<file path="src/rtl/ks8_mp_add_seq_pkg.sv">
// Shared types and constants for the byte-serial multi-precision adder.
// The sequencer state, byte width and index sizing live here so the interface and top agree.
package ks_pkg;

  typedef enum logic [1:0] {
    IDLE,
    RUN,
    DONE
  } state_t;

  localparam int BYTE_W = 8;

  function automatic int idx_width(input int nbytes);
    return $clog2(nbytes);
  endfunction

endpackage

</file>
<file path="src/rtl/ks8_mp_add_seq_if.sv">
// Operand/result handshake bundle for ks8_mp_add_seq.
// The design attaches through the slave modport; the producer/consumer side uses master.
interface ks8_mp_add_seq_if
  import ks_pkg::*;
#(
  parameter int NBYTES = 4
);

  localparam int W = BYTE_W * NBYTES;

  logic         in_valid;
  logic         in_ready;
  logic [W-1:0] in_a;
  logic [W-1:0] in_b;
  logic         in_sub;
  logic         out_valid;
  logic         out_ready;
  logic [W-1:0] out_sum;
  logic         out_cout;

  modport slave (
    input  in_valid, in_a, in_b, in_sub, out_ready,
    output in_ready, out_valid, out_sum, out_cout
  );

  modport master (
    output in_valid, in_a, in_b, in_sub, out_ready,
    input  in_ready, out_valid, out_sum, out_cout
  );

endinterface

</file>
<file path="src/rtl/ks8_mp_add_seq_ks8.sv">
// 8-bit Kogge-Stone adder with the legacy scrambled pin map (A on in8..in15, B on in0..in7, MSB first).
// out0 is the carry out; out1..out8 carry the sum MSB first.
module ks8 (
  input  logic in0,
  input  logic in1,
  input  logic in2,
  input  logic in3,
  input  logic in4,
  input  logic in5,
  input  logic in6,
  input  logic in7,
  input  logic in8,
  input  logic in9,
  input  logic in10,
  input  logic in11,
  input  logic in12,
  input  logic in13,
  input  logic in14,
  input  logic in15,
  output logic out0,
  output logic out1,
  output logic out2,
  output logic out3,
  output logic out4,
  output logic out5,
  output logic out6,
  output logic out7,
  output logic out8
);

  logic [7:0] a;
  logic [7:0] b;
  logic [7:0] s;
  logic [7:0] g0, p0, g1, p1, g2, p2, g3;

  assign a = {in8, in9, in10, in11, in12, in13, in14, in15};
  assign b = {in0, in1, in2, in3, in4, in5, in6, in7};

  assign g0 = a & b;
  assign p0 = a ^ b;

  // Three prefix levels (span 1, 2, 4); g3[i] is the carry out of bits i..0 with no carry in.
  assign g1 = g0 | (p0 & {g0[6:0], 1'b0});
  assign p1 = p0 & {p0[6:0], 1'b1};
  assign g2 = g1 | (p1 & {g1[5:0], 2'b00});
  assign p2 = p1 & {p1[5:0], 2'b11};
  assign g3 = g2 | (p2 & {g2[3:0], 4'b0000});

  assign s = p0 ^ {g3[6:0], 1'b0};

  assign out0 = g3[7];
  assign {out1, out2, out3, out4, out5, out6, out7, out8} = s;

endmodule

</file>
<file path="src/rtl/ks8_mp_add_seq.sv">
// Byte-serial multi-precision add/subtract: streams one byte pair per cycle through a single ks8,
// chaining the inter-byte carry, and presents the wide result on a valid/ready output.
module ks8_mp_add_seq
  import ks_pkg::*;
#(
  parameter int NBYTES = 4
) (
  input  logic            clk,
  input  logic            rst_n,
  ks8_mp_add_seq_if.slave bus
);

  localparam int W     = BYTE_W * NBYTES;
  localparam int IDX_W = idx_width(NBYTES);

  state_t               state;
  state_t               state_next;
  logic                 in_ready;
  logic [IDX_W-1:0]     idx;
  logic                 carry;
  logic [W-1:0]         a_reg;
  logic [W-1:0]         b_reg;
  logic [W-1:0]         sum_reg;
  logic                 cout_reg;
  logic                 valid_reg;
  logic [BYTE_W-1:0]    a_byte;
  logic [BYTE_W-1:0]    b_byte;
  logic [BYTE_W-1:0]    s;
  logic [BYTE_W-1:0]    r;
  logic                 c9;
  logic                 carry_next;
  logic                 last;

  assign a_byte = a_reg[idx*BYTE_W +: BYTE_W];
  assign b_byte = b_reg[idx*BYTE_W +: BYTE_W];
  assign last   = (idx == IDX_W'(NBYTES - 1));

  ks8 u_ks8 (
    .in0 (b_byte[7]), .in1 (b_byte[6]), .in2 (b_byte[5]), .in3 (b_byte[4]),
    .in4 (b_byte[3]), .in5 (b_byte[2]), .in6 (b_byte[1]), .in7 (b_byte[0]),
    .in8 (a_byte[7]), .in9 (a_byte[6]), .in10(a_byte[5]), .in11(a_byte[4]),
    .in12(a_byte[3]), .in13(a_byte[2]), .in14(a_byte[1]), .in15(a_byte[0]),
    .out0(c9),
    .out1(s[7]), .out2(s[6]), .out3(s[5]), .out4(s[4]),
    .out5(s[3]), .out6(s[2]), .out7(s[1]), .out8(s[0])
  );

  // The incoming carry can only push the byte over when ks8 produced 0xFF, and then c9 is 0.
  assign r          = s + {{(BYTE_W-1){1'b0}}, carry};
  assign carry_next = c9 | (carry & (s == 8'hFF));

  always_ff @(posedge clk or negedge rst_n) begin
    if (!rst_n) begin
      state <= IDLE;
    end else begin
      state <= state_next;
    end
  end

  always_comb begin
    state_next = state;
    in_ready   = 1'b0;
    case (state)
      IDLE: begin
        in_ready = 1'b1;
        if (bus.in_valid) state_next = RUN;
      end
      RUN: begin
        if (last) state_next = DONE;
      end
      DONE: begin
        if (valid_reg && bus.out_ready) state_next = IDLE;
      end
      default: state_next = IDLE;
    endcase
  end

  // Subtraction is A + ~B + 1: the inverted operand is stored and the +1 enters as the initial carry.
  always_ff @(posedge clk or negedge rst_n) begin
    if (!rst_n) begin
      idx       <= '0;
      carry     <= 1'b0;
      a_reg     <= '0;
      b_reg     <= '0;
      sum_reg   <= '0;
      cout_reg  <= 1'b0;
      valid_reg <= 1'b0;
    end else begin
      case (state)
        IDLE: begin
          if (bus.in_valid) begin
            a_reg <= bus.in_a;
            b_reg <= bus.in_sub ? ~bus.in_b : bus.in_b;
            carry <= bus.in_sub;
            idx   <= '0;
          end
        end
        RUN: begin
          sum_reg[idx*BYTE_W +: BYTE_W] <= r;
          carry <= carry_next;
          if (last) begin
            cout_reg  <= carry_next;
            valid_reg <= 1'b1;
          end else begin
            idx <= idx + IDX_W'(1);
          end
        end
        DONE: begin
          if (bus.out_ready) valid_reg <= 1'b0;
        end
        default: ;
      endcase
    end
  end

  assign bus.in_ready  = in_ready;
  assign bus.out_valid = valid_reg;
  assign bus.out_sum   = sum_reg;
  assign bus.out_cout  = cout_reg;

endmodule

</file>
<file path="src/flat_wrapper.sv">
// flat-port wrapper written by rule: the top's interface ports become plain ports
module ks8_mp_add_seq_flat import ks_pkg::*;
#(
  parameter int NBYTES = 4
)
  (clk, rst_n, bus_in_valid, bus_in_a, bus_in_b, bus_in_sub, bus_out_ready, bus_in_ready, bus_out_valid, bus_out_sum, bus_out_cout);
  ks8_mp_add_seq_if #(.NBYTES(NBYTES)) bus_i ();
  input  logic clk;
  input  logic rst_n;
  input wire logic [$bits(bus_i.in_valid)-1:0] bus_in_valid;
  input wire logic [$bits(bus_i.in_a)-1:0] bus_in_a;
  input wire logic [$bits(bus_i.in_b)-1:0] bus_in_b;
  input wire logic [$bits(bus_i.in_sub)-1:0] bus_in_sub;
  input wire logic [$bits(bus_i.out_ready)-1:0] bus_out_ready;
  output wire logic [$bits(bus_i.in_ready)-1:0] bus_in_ready;
  output wire logic [$bits(bus_i.out_valid)-1:0] bus_out_valid;
  output wire logic [$bits(bus_i.out_sum)-1:0] bus_out_sum;
  output wire logic [$bits(bus_i.out_cout)-1:0] bus_out_cout;
  assign bus_i.in_valid = bus_in_valid;
  assign bus_i.in_a = bus_in_a;
  assign bus_i.in_b = bus_in_b;
  assign bus_i.in_sub = bus_in_sub;
  assign bus_i.out_ready = bus_out_ready;
  assign bus_in_ready = bus_i.in_ready;
  assign bus_out_valid = bus_i.out_valid;
  assign bus_out_sum = bus_i.out_sum;
  assign bus_out_cout = bus_i.out_cout;
  ks8_mp_add_seq #(.NBYTES(NBYTES)) u_core (.clk(clk), .rst_n(rst_n), .bus(bus_i));
endmodule
</file>
<file path="config.mk">
export PLATFORM = sky130hd
export DESIGN_NAME = ks8_mp_add_seq_flat
export DESIGN_NICKNAME = d
export VERILOG_FILES = /design/src/rtl/ks8_mp_add_seq_pkg.sv /design/src/rtl/ks8_mp_add_seq_if.sv /design/src/rtl/ks8_mp_add_seq_ks8.sv /design/src/rtl/ks8_mp_add_seq.sv /design/src/flat_wrapper.sv
export SDC_FILE = /design/constraint.sdc
export NUM_CORES = 1
export LEC_CHECK = 0
export CORE_UTILIZATION = 53
export CTS_CLUSTER_SIZE = 12
export DETAILED_ROUTE_END_ITERATION = 12
export GPL_ROUTABILITY_DRIVEN = 0
export PLACE_DENSITY = 0.82
export SLEW_MARGIN = 5
export SYNTH_ARGS = -nofsm -noshare
export SYNTH_HDL_FRONTEND = slang
export SYNTH_HIERARCHICAL = 1
export SYNTH_SLANG_ARGS = --single-unit
</file>
<file path="constraint.sdc">
create_clock -name clk -period 4.1 [get_ports clk]
set_input_delay 0.41 -clock clk [delete_from_list [all_inputs] [get_ports clk]]
set_output_delay 0.41 -clock clk [all_outputs]
set_load 0.01 [all_outputs]
</file>
==> impl_metrics.py <==
metrics = {
    "timing": {
        "tns_ns": 0,
        "rsz0062_at_grt": "no",
        "layout_min_cycle_time_ns": 3.57,
        "setup_violations": 0,
        "drv_slew": 0,
        "hold_viol": 0,
        "worst_pin_slew_ns": 0.911,
        "fin_crit_sh": 0.871,
        "final.setup_skew_ns": 0.0150,
        "relSlewSlack": 0.393,
        "worst_slack_ns": 0.527,
        "max_freq_ghz": 0.280,
    },
    "route": {
        "antenna_left": 0,
        "drt_iter0_markers": 225,
        "routed_wirelength_mm": 12.4,
        "wire_per_inst_um": 17.6,
        "drc": 0,
        "vias": 4106,
        "via_per_inst": 5.84,
        "drtPass1Iterations": 5,
    },
    "worst_setup_path": {
        "crit_path_cell_trace": "mux4_2 -> ha_1 -> a21oi_1 -> nand3b_1 -> a21boi_2 -> nor2_1 -> xnor2_1 -> nand4_1 -> o2111a_1 -> a221o_1",
        "crit_path_start_kind": "flop",
        "cp.required_ns": 4.36,
        "critical_path.top_delay_family": "compound AO/OA/AOI/OAI gates",
        "cp-end-kind": "flop",
        "crit_buf_inv": 0,
        "max_stage_delay_ns": 0.76,
        "slowest_stage": "dfrtp_1",
        "crit_type": "flop to flop",
        "path_max_fanout": 15,
        "crit_arrival_ns": 3.83,
    },
    "synth": {
        "synthXorXnorAreaFrac": 0.0657,
        "yosysSeqAreaShare": 0.472,
        "synth.area.top_cells": "dfrtp_1 47%, mux2_2 6.6%, mux4_2 6.6%",
        "synth_top_area_cell": "dfrtp_1",
        "synth.distinct_cells": 56,
        "syn_avg_cell_area_um2": 11.5,
        "ys_seq_elements": 103,
        "yosys.area.top_type_share": 0.472,
        "postSynthCellCount": 475,
        "synth.most_common_cell": "dfrtp_1",
        "synth_nets": 562,
        "synth_top_family_by_area": "multiplexers",
        "muxShareOfSynthArea": 0.132,
        "synth-compound-area-share": 0.120,
        "netlist_area_um2": 5460,
        "ys_top_cells_by_count": "103 x dfrtp_1, 40 x xnor2_1, 39 x a21oi_1",
        "synthAdderAreaFrac": 0.0426,
        "yosys.area_share.simple": 0.131,
        "yosys_warnings": 6,
        "synth_ff_type": "dfrtp_1",
        "synth_edf_count": 0,
        "async_flop_share": 1.00,
    },
    "clocking": {
        "postCtsSetupRepairBufs": 0,
        "h-tree-depth": 3,
        "cts_made_buffers": 9,
        "root_buffer": "clkbuf_8",
        "cts_tree": "done",
        "cts_buffer_depth": 2,
        "cts_resized": 0,
        "cts.sinks": 103,
        "path_clk_slew_ns": 0.10,
        "postCtsHoldBufs": 0,
        "clk_latency_ns": 0.37,
    },
    "floorplanning": {
        "die_w_um": 104,
        "dieArea_um2": 10700,
        "core_um2": 9860,
        "die_y_um": 104,
        "ios": 104,
        "start_util": 0.554,
        "row_count": 36,
    },
    "placement": {
        "io_buffer_count": 103,
        "dp_worst_setup_slack_ns": 0.577,
        "dp_hpwl_mm": 9.19,
    },
    "cells_and_area": {
        "drive_above_1_share": 0.151,
        "diodes": 0,
        "layout.nets": 652,
        "num-fill-cells": 739,
        "syn2layout_area_growth_pct": 23.3,
        "final_core_util": 0.683,
    },
    "run_status": {
        "status": "finished, final reports clean",
    },
    "global_route": {
        "grtUsageTotal": 0.237,
        "grt_max_degree": 74,
        "antenna_found_initial": 0,
        "grt_overflow": 0,
        "grt_pass1_wl_mm": 20.2,
        "grt_pass1_vias": 4127,
    },
    "hold_path": {
        "hold_class": "input pin to asynchronous set/reset pin",
    },
    "flow_run": {
        "cap_violations": 0,
    },
}
## final timing paths
check                                        from  cells after the start  slack (ns)                      to
setup / recovery                    u_core/idx[1]                     10        0.53   u_core/bus.out_sum[7]
hold / removal                              rst_n                      1        0.14  u_core/bus.out_sum[30]
setup reg to reg                    u_core/idx[1]                     10        0.53   u_core/bus.out_sum[7]
hold reg to reg            u_core/bus.out_sum[12]                      2        0.50  u_core/bus.out_sum[12]
max in group asynchronous                   rst_n                      2        3.03   u_core/bus.out_sum[1]
min in group clk           u_core/bus.out_sum[12]                      2        0.50  u_core/bus.out_sum[12]
## cells by family (layout without fill, tap and decap cells)
logic type,count (synthesis),count (layout)
AO/OA/AOI/OAI,95,95
XOR/XNOR,41,41
adder cells (fa/ha/maj),18,18
buffers and inverters,42,137
flip-flops,103,103
multiplexers,48,48
AND/OR/NAND/NOR,128,128
## stage by stage
stage          cells  hold WS [ns]  instance area, um2
3_5_place_dp     687         0.479                6560
6_report         703         0.144                6740
4_1_cts          703         0.189                6740
5_1_grt          703         0.216                6740
2_1_floorplan    475         0.114                5460
3_3_place_gp     687         0.463                6560
## layout make-up
cell class,instances,area (um2),area share
Multi-Input combinational cell,330,2690,0.399
Sequential cell,103,2580,0.383
Timing Repair Buffer,110,1090,0.162
Tap cell,133,166,0.0247
Clock buffer,9,124,0.0184
Clock inverter,7,52.6,0.00780
Inverter,11,41.3,0.00613
## layer usage
metal / track usage / share of wire / up-vias
li1: - / - / 1901
met1: 0.299 / 0.42 / 1990
met2: 0.407 / 0.49 / 186
met3: 0.0441 / 0.059 / 29
met4: 0.0901 / 0.025 / 0
met5: 0 / 0 / -
## placed cells by master (no fill, tap or decap), types with 4 or more instances in the layout
master,Yosys,layout
nor2_1,38,38
inv_1,11,11
nand3_1,5,5
o21ai_0,14,14
xnor2_1,40,40
nor4_1,6,6
a221o_1,10,10
nor4b_1,4,4
clkdlybuf4s50_1,0,101
ha_1,17,17
and4_1,5,5
a22o_1,8,8
dfrtp_1,103,103
mux4_2,16,16
clkbuf_8,0,9
a21oi_1,39,39
and3_1,4,4
and3b_1,4,4
o2111a_1,4,4
nand3b_1,5,5
buf_4,4,7
mux2_2,32,32
nand2_1,25,25
nand2b_1,5,5
nor2b_1,7,7
Power is left out: the tool's default activity adds up to more than one toggle a clock period on the data nets, which glitch-free logic cannot reach.
